===== src/rtl/register_file_n.sv =====
// register_file_n: DEPTH x N register bank, one synchronous write port, two combinational read ports, per-register valid flags.
//
// Ports:
//   clk       in  1   rising-edge clock
//   rst_n     in  1   asynchronous active-low reset (all data and valid bits to 0)
//   clr       in  1   synchronous clear-all; wins over r_in
//   r_in      in  1   write enable
//   w_addr    in  AW  write address (writes to addresses >= DEPTH are ignored)
//   data_in   in  N   write data
//   ra_addr   in  AW  read port A address
//   rb_addr   in  AW  read port B address
//   qa, qb    out N   read data (0 for addresses >= DEPTH)
//   qa_valid  out 1   addressed register written since last reset/clear
//   qb_valid  out 1   same, for port B
//
// Build option: define REGFILE_BYPASS_EN to forward data_in to a read port that
// addresses the register being written in the same cycle.
module register_file_n #(
    parameter int N = 16,
    parameter int DEPTH = 8,
    localparam int AW = $clog2(DEPTH)
) (
    input  logic          clk,
    input  logic          rst_n,
    input  logic          clr,
    input  logic          r_in,
    input  logic [AW-1:0] w_addr,
    input  logic [N-1:0]  data_in,
    input  logic [AW-1:0] ra_addr,
    input  logic [AW-1:0] rb_addr,
    output logic [N-1:0]  qa,
    output logic [N-1:0]  qb,
    output logic          qa_valid,
    output logic          qb_valid
);
    logic [N-1:0]     data_q  [DEPTH];
    logic [N-1:0]     data_d  [DEPTH];
    logic [DEPTH-1:0] valid_q;
    logic [DEPTH-1:0] valid_d;
    logic             wr_ok;

    // rst_n is included so the bypass path is also silenced during reset
    assign wr_ok = rst_n && r_in && !clr && (int'(w_addr) < DEPTH);

    always_comb begin
        data_d  = data_q;
        valid_d = valid_q;
        for (int i = 0; i < DEPTH; i++) begin
            if (clr) begin
                data_d[i]  = '0;
                valid_d[i] = 1'b0;
            end else if (wr_ok && w_addr == AW'(i)) begin
                data_d[i]  = data_in;
                valid_d[i] = 1'b1;
            end
        end
    end

    always_ff @(posedge clk or negedge rst_n) begin
        if (!rst_n) begin
            for (int i = 0; i < DEPTH; i++) data_q[i] <= '0;
            valid_q <= '0;
        end else begin
            data_q  <= data_d;
            valid_q <= valid_d;
        end
    end

    // Decoded mux so out-of-range addresses naturally read back as 0/invalid
    always_comb begin
        qa       = '0;
        qb       = '0;
        qa_valid = 1'b0;
        qb_valid = 1'b0;
        for (int i = 0; i < DEPTH; i++) begin
            if (ra_addr == AW'(i)) begin
                qa       = data_q[i];
                qa_valid = valid_q[i];
            end
            if (rb_addr == AW'(i)) begin
                qb       = data_q[i];
                qb_valid = valid_q[i];
            end
        end
`ifdef REGFILE_BYPASS_EN
        if (wr_ok && ra_addr == w_addr) begin
            qa       = data_in;
            qa_valid = 1'b1;
        end
        if (wr_ok && rb_addr == w_addr) begin
            qb       = data_in;
            qb_valid = 1'b1;
        end
`else
`endif
    end
endmodule

===== config.mk =====
export PLATFORM = sky130hd
export DESIGN_NAME = register_file_n
export DESIGN_NICKNAME = d
export VERILOG_FILES = /design/src/rtl/register_file_n.sv
export SDC_FILE = /design/constraint.sdc
export NUM_CORES = 1
export LEC_CHECK = 0
export ABC_AREA = 1
export BUFFER_PORTS_ARGS = -buffer_cell sky130_fd_sc_hd__buf_2
export CELL_PAD_IN_SITES_DETAIL_PLACEMENT = 0
export CELL_PAD_IN_SITES_GLOBAL_PLACEMENT = 1
export CORE_MARGIN = 3
export CORE_UTILIZATION = 38
export CTS_BUF_LIST = sky130_fd_sc_hd__clkbuf_2 sky130_fd_sc_hd__clkbuf_4 sky130_fd_sc_hd__clkbuf_8
export DETAILED_ROUTE_END_ITERATION = 10
export HOLD_SLACK_MARGIN = 0.03
export MAX_ROUTING_LAYER = met4
export PLACE_DENSITY = 0.7
export SLEW_MARGIN = 30
export SYNTH_ARGS = -nofsm -noshare
export SYNTH_HDL_FRONTEND = slang
export SYNTH_SLANG_ARGS = --single-unit

===== constraint.sdc =====
create_clock -name clk -period 1.6 [get_ports clk]
set_clock_uncertainty 0.15 [all_clocks]
set_input_delay 0.16 -clock clk [delete_from_list [all_inputs] [get_ports clk]]
set_output_delay 0.16 -clock clk [all_outputs]
set_load 0.005 [all_outputs]

Word-level counts from Yosys, hierarchy flattened. Index checks and enable logic that the tools add are counted.

Eq/ne operators: 21. Mux-type cells: 64. Reductions and logical operators: 22.

Operators with widths (count): $mux W16 (32); $eq A3 B3 Y1 const B (12); $mux W1 (32); $eq A3 B2 Y1 const B (6); $reduce_bool A2 Y1 (8); $logic_and A1 B1 Y1 (10); $eq A3 B1 Y1 const B (3); $logic_not A3 Y1 (3); $logic_not A1 Y1 (1).

Bits in registers: 136. Output and inout port bits: 34. Logic and storage cells: 123.

Longest topological paths before layout.
Word-level depth: 9. Gate-level depth with buffers: 9. Mapped depth without buffers: 7.

Worst setup path before layout. Ideal clock, no wire load.

Path type: input -> output. Start: in rb_addr[1]. End: out qb[10]. Arrival: 1.145 ns. Required time: 1.290 ns. Path slack: 0.145 ns. Stages on the path: 8. Path buffers: 2. Path through: buf_4 > inv_2 > buf_2 > nor3_1 > nand2_1 > nand3_1 > nand2_1 > nand3_1.

Word-level cells in the longest chain between the ends: 9.

RTL lines: start, declared (RTL line 30) `input logic [AW-1:0] rb_addr,`; $logic_not A3 Y1 (RTL line 80) `if (rb_addr == AW'(i)) begin`; $mux W16 (7 in a row) (RTL line 80); $mux W16 * (RTL line 80); end, declared (RTL line 32) `output logic [N-1:0] qb,`.

Mark *: on every way between the ends. The rest lies on a longest branch, timed or not.

Worst setup path in the final report.
Start: reg data_q[96] in the netlist's numbering. End: out qa[0].

Word-level cells in the longest chain between the ends: 7.

RTL lines: start, declared (RTL line 36) `logic [N-1:0] data_q [DEPTH];`; start signal, assigned (RTL line 64) `data_q <= data_d;`; $mux W16 (7 in a row) (RTL line 76) `if (ra_addr == AW'(i)) begin`; end, declared (RTL line 31) `output logic [N-1:0] qa,`.

No other way between the ends.

==> reports/metrics.cfg <==
[die]
dieArea_mm2=0.0216
start_util=0.395
die_h_um=147
num_rows=50
coreArea_mm2=0.0191
ios=63
die_x_um=147

[clock_tree]
clk_pin_slew_ns=0.09
cts_tree=yes
root_buffer=clkbuf_8
clk_latency_ns=0.44
numCtsBuffers=17
cts.path.max_buffers=2
h-tree-depth=4
clock-sinks=136

[detailed_routing]
drc=0
drt_iter0_drc=628
routed_wl_um=26100
ant_nets=0
wl_per_cell_um=18.7
dr.pass1.iters=6
vias=7502
via_per_inst=5.36

[synthesis]
synth_xor_area_frac=0
synth_largest_area_cell=dfrtp_1
ys_seq_area_frac=0.450
synth.mux.area_fraction=0
synth-simple-area-share=0.403
ys_ff_latch=136
synth_top_family_by_area=simple AND/OR/NAND/NOR gates
yosysTopAreaCellShare=0.450
netlist_area_mm2=0.00757
async_flop_share=1.00
ys_top_cells_by_area=dfrtp_1 45%, nand2_1 15%, nand4_1 12%
syn_avg_cell_area_um2=7.52
synth_compound_area_frac=0.0747
syn_nets=1035
syn_inst=1006
yosys.cell_types.count=25
synthFlopType=dfrtp_1
synth-edff-count=0
synth_fa_ha_area_frac=0
yosysWarnings=0

[timing]
whs_ns=0.0385
period_share=1.19
setup_ws_ns=-0.308
finalSetupViolCount=34
slew_headroom=0.481
rsz0062_at_grt=true
slew_violations=0
tightest_slew_ns=0.778
finalHoldViolCount=0
final.min_clock_period_ns=1.91
max_freq_mhz=524

[worst_setup_path]
arrival_ns=1.60
crit_fanout=3
crit_required_ns=1.29
critPathKind=reg -> out
start_kind=register
end_kind=output port

[power_and_ir_drop]
cellLeakagePower_nw=4.44
p_per_area_mw_per_mm2=825
ir_drop_v=0.000451

[cells_and_area]
final_core_util=0.497
final_cells=1400
antennaDiodeCount=0
fillers=1959
area_delta_synth_final_pct=25.7
design_area_mm2=0.00951
nNetsFinal=1158
layout-drive-gt1-share=0.220

[grt]
grt_usage=0.254
antenna_found_initial=0
grt_pass1_wl_um=41600
grt_overflow_total=0
grt_max_degree=137
grt_pass1_vias=7274

[placement]
hpwl_um=18300
placed_area_mm2=0.00884
place_inst=1345
globalplace.congestion=0.872
port-buffer-count=62

[run]
max_cap_violations=0

[status]
outcome=complete, but fails checks
violations=negative setup slack

[min_path]
hold_path_class=in -> reg

[metal layers]
metal / track usage / part of all wire / vias up
li1: - / - / 3676
met1: 0.327 / 0.45 / 3587
met2: 0.413 / 0.49 / 194
met3: 0.0401 / 0.045 / 45
met4: 0.0811 / 0.024 / 0
met5: - / 0 / -
[placed cells by master, fill, tap and decap left out, drive strengths merged]
cell	count
nand2	295
buf	162
nand4	141
dfrtp	136
o21ai	106
nor2	101
nand3	93
inv	54
clkbuf	18
dlygate4sd3	11
nor3	8
clkinv	7
clkinvlp	4
o22ai	2
bufinv	2
[path summary, 6_finish.rpt]
path                       slack [ns]           to  cells past startpoint   startpoint
min reg2reg                      0.34   data_q[55]                      2   data_q[55]
max in group asynchronous        0.44   data_q[81]                      3        rst_n
max reg2reg                      0.25   valid_q[7]                      3   valid_q[7]
min                              0.04   data_q[74]                      5  data_in[10]
min in group asynchronous        0.26  data_q[112]                      3        rst_n
max                             -0.31        qa[0]                      5   data_q[96]
[synthesized netlist by cell type (3+ instances only)]
library cell    n
nand3_1        93
inv_2           3
o21ai_2         6
buf_1          13
buf_4           5
nor2_1         88
nor2_4         10
nor3_4          3
clkbuf_1       24
nand4_1       140
o21ai_1         3
nand2_1       293
nor3_2          3
buf_6           5
dfrtp_1       136
buf_2          22
inv_1          50
o21ai_0        97
[layout make-up]
class	count	area (um2)	share of cell area
Inverter	55	206	0.0217
Timing Repair Buffer	173	1510	0.158
Clock buffer	18	241	0.0254
Sequential cell	136	3400	0.358
Tap cell	260	325	0.0342
Clock inverter	12	131	0.0138
Multi-Input combinational cell	746	3700	0.389
[worst max-delay path, stage by stage (launching register included)]
cell and delay, ns:
dfrtp_1 0.42, nand4_1 0.10, nand4_1 0.16, nor2_2 0.18, nand4_1 0.13, buf_2 0.15
[flip-flops by register name, summed over array words and instances (netlist names)]
register,count
data_q,128
valid_q,8
[kinds of logic after synthesis]
| group | Yosys count |
|---|---|
| buffers and inverters | 124 |
| AND/OR/NAND/NOR | 638 |
| AO/OA/AOI/OAI | 108 |
| flip-flops | 136 |
[metrics by stage]
stage                     total power, mW  setup TNS [ns]  setup slack, ns
final                                7.85           -6.89           -0.308
after global routing                 8.21          -10.28           -0.417
after CTS                            7.88           -8.37           -0.345
after detailed placement             5.06           -2.26           -0.148
after global placement               5.05           -1.88           -0.131
after floorplan                      4.38               0            0.145
[where the power goes]
part	internal [mW]	switching (mW)	leakage (nW)	total (mW)
Combinational	0.493	0.803	2.43	1.30
Clock	1.38	1.43	0.180	2.81
Sequential	3.61	0.140	1.82	3.74
[what timing repair did]
| item | in CTS | in global routing |
|---|---|---|
| resized for setup | 22 | 5 |
| pin swaps | 29 | 37 |
| hold buffers | 11 | 0 |
| setup buffers | 5 | 9 |
| setup endpoints to repair | 34 | 47 |
| hold endpoints to repair | 159 | 0 |
Note: power is estimated with default switching activity, not from simulation.
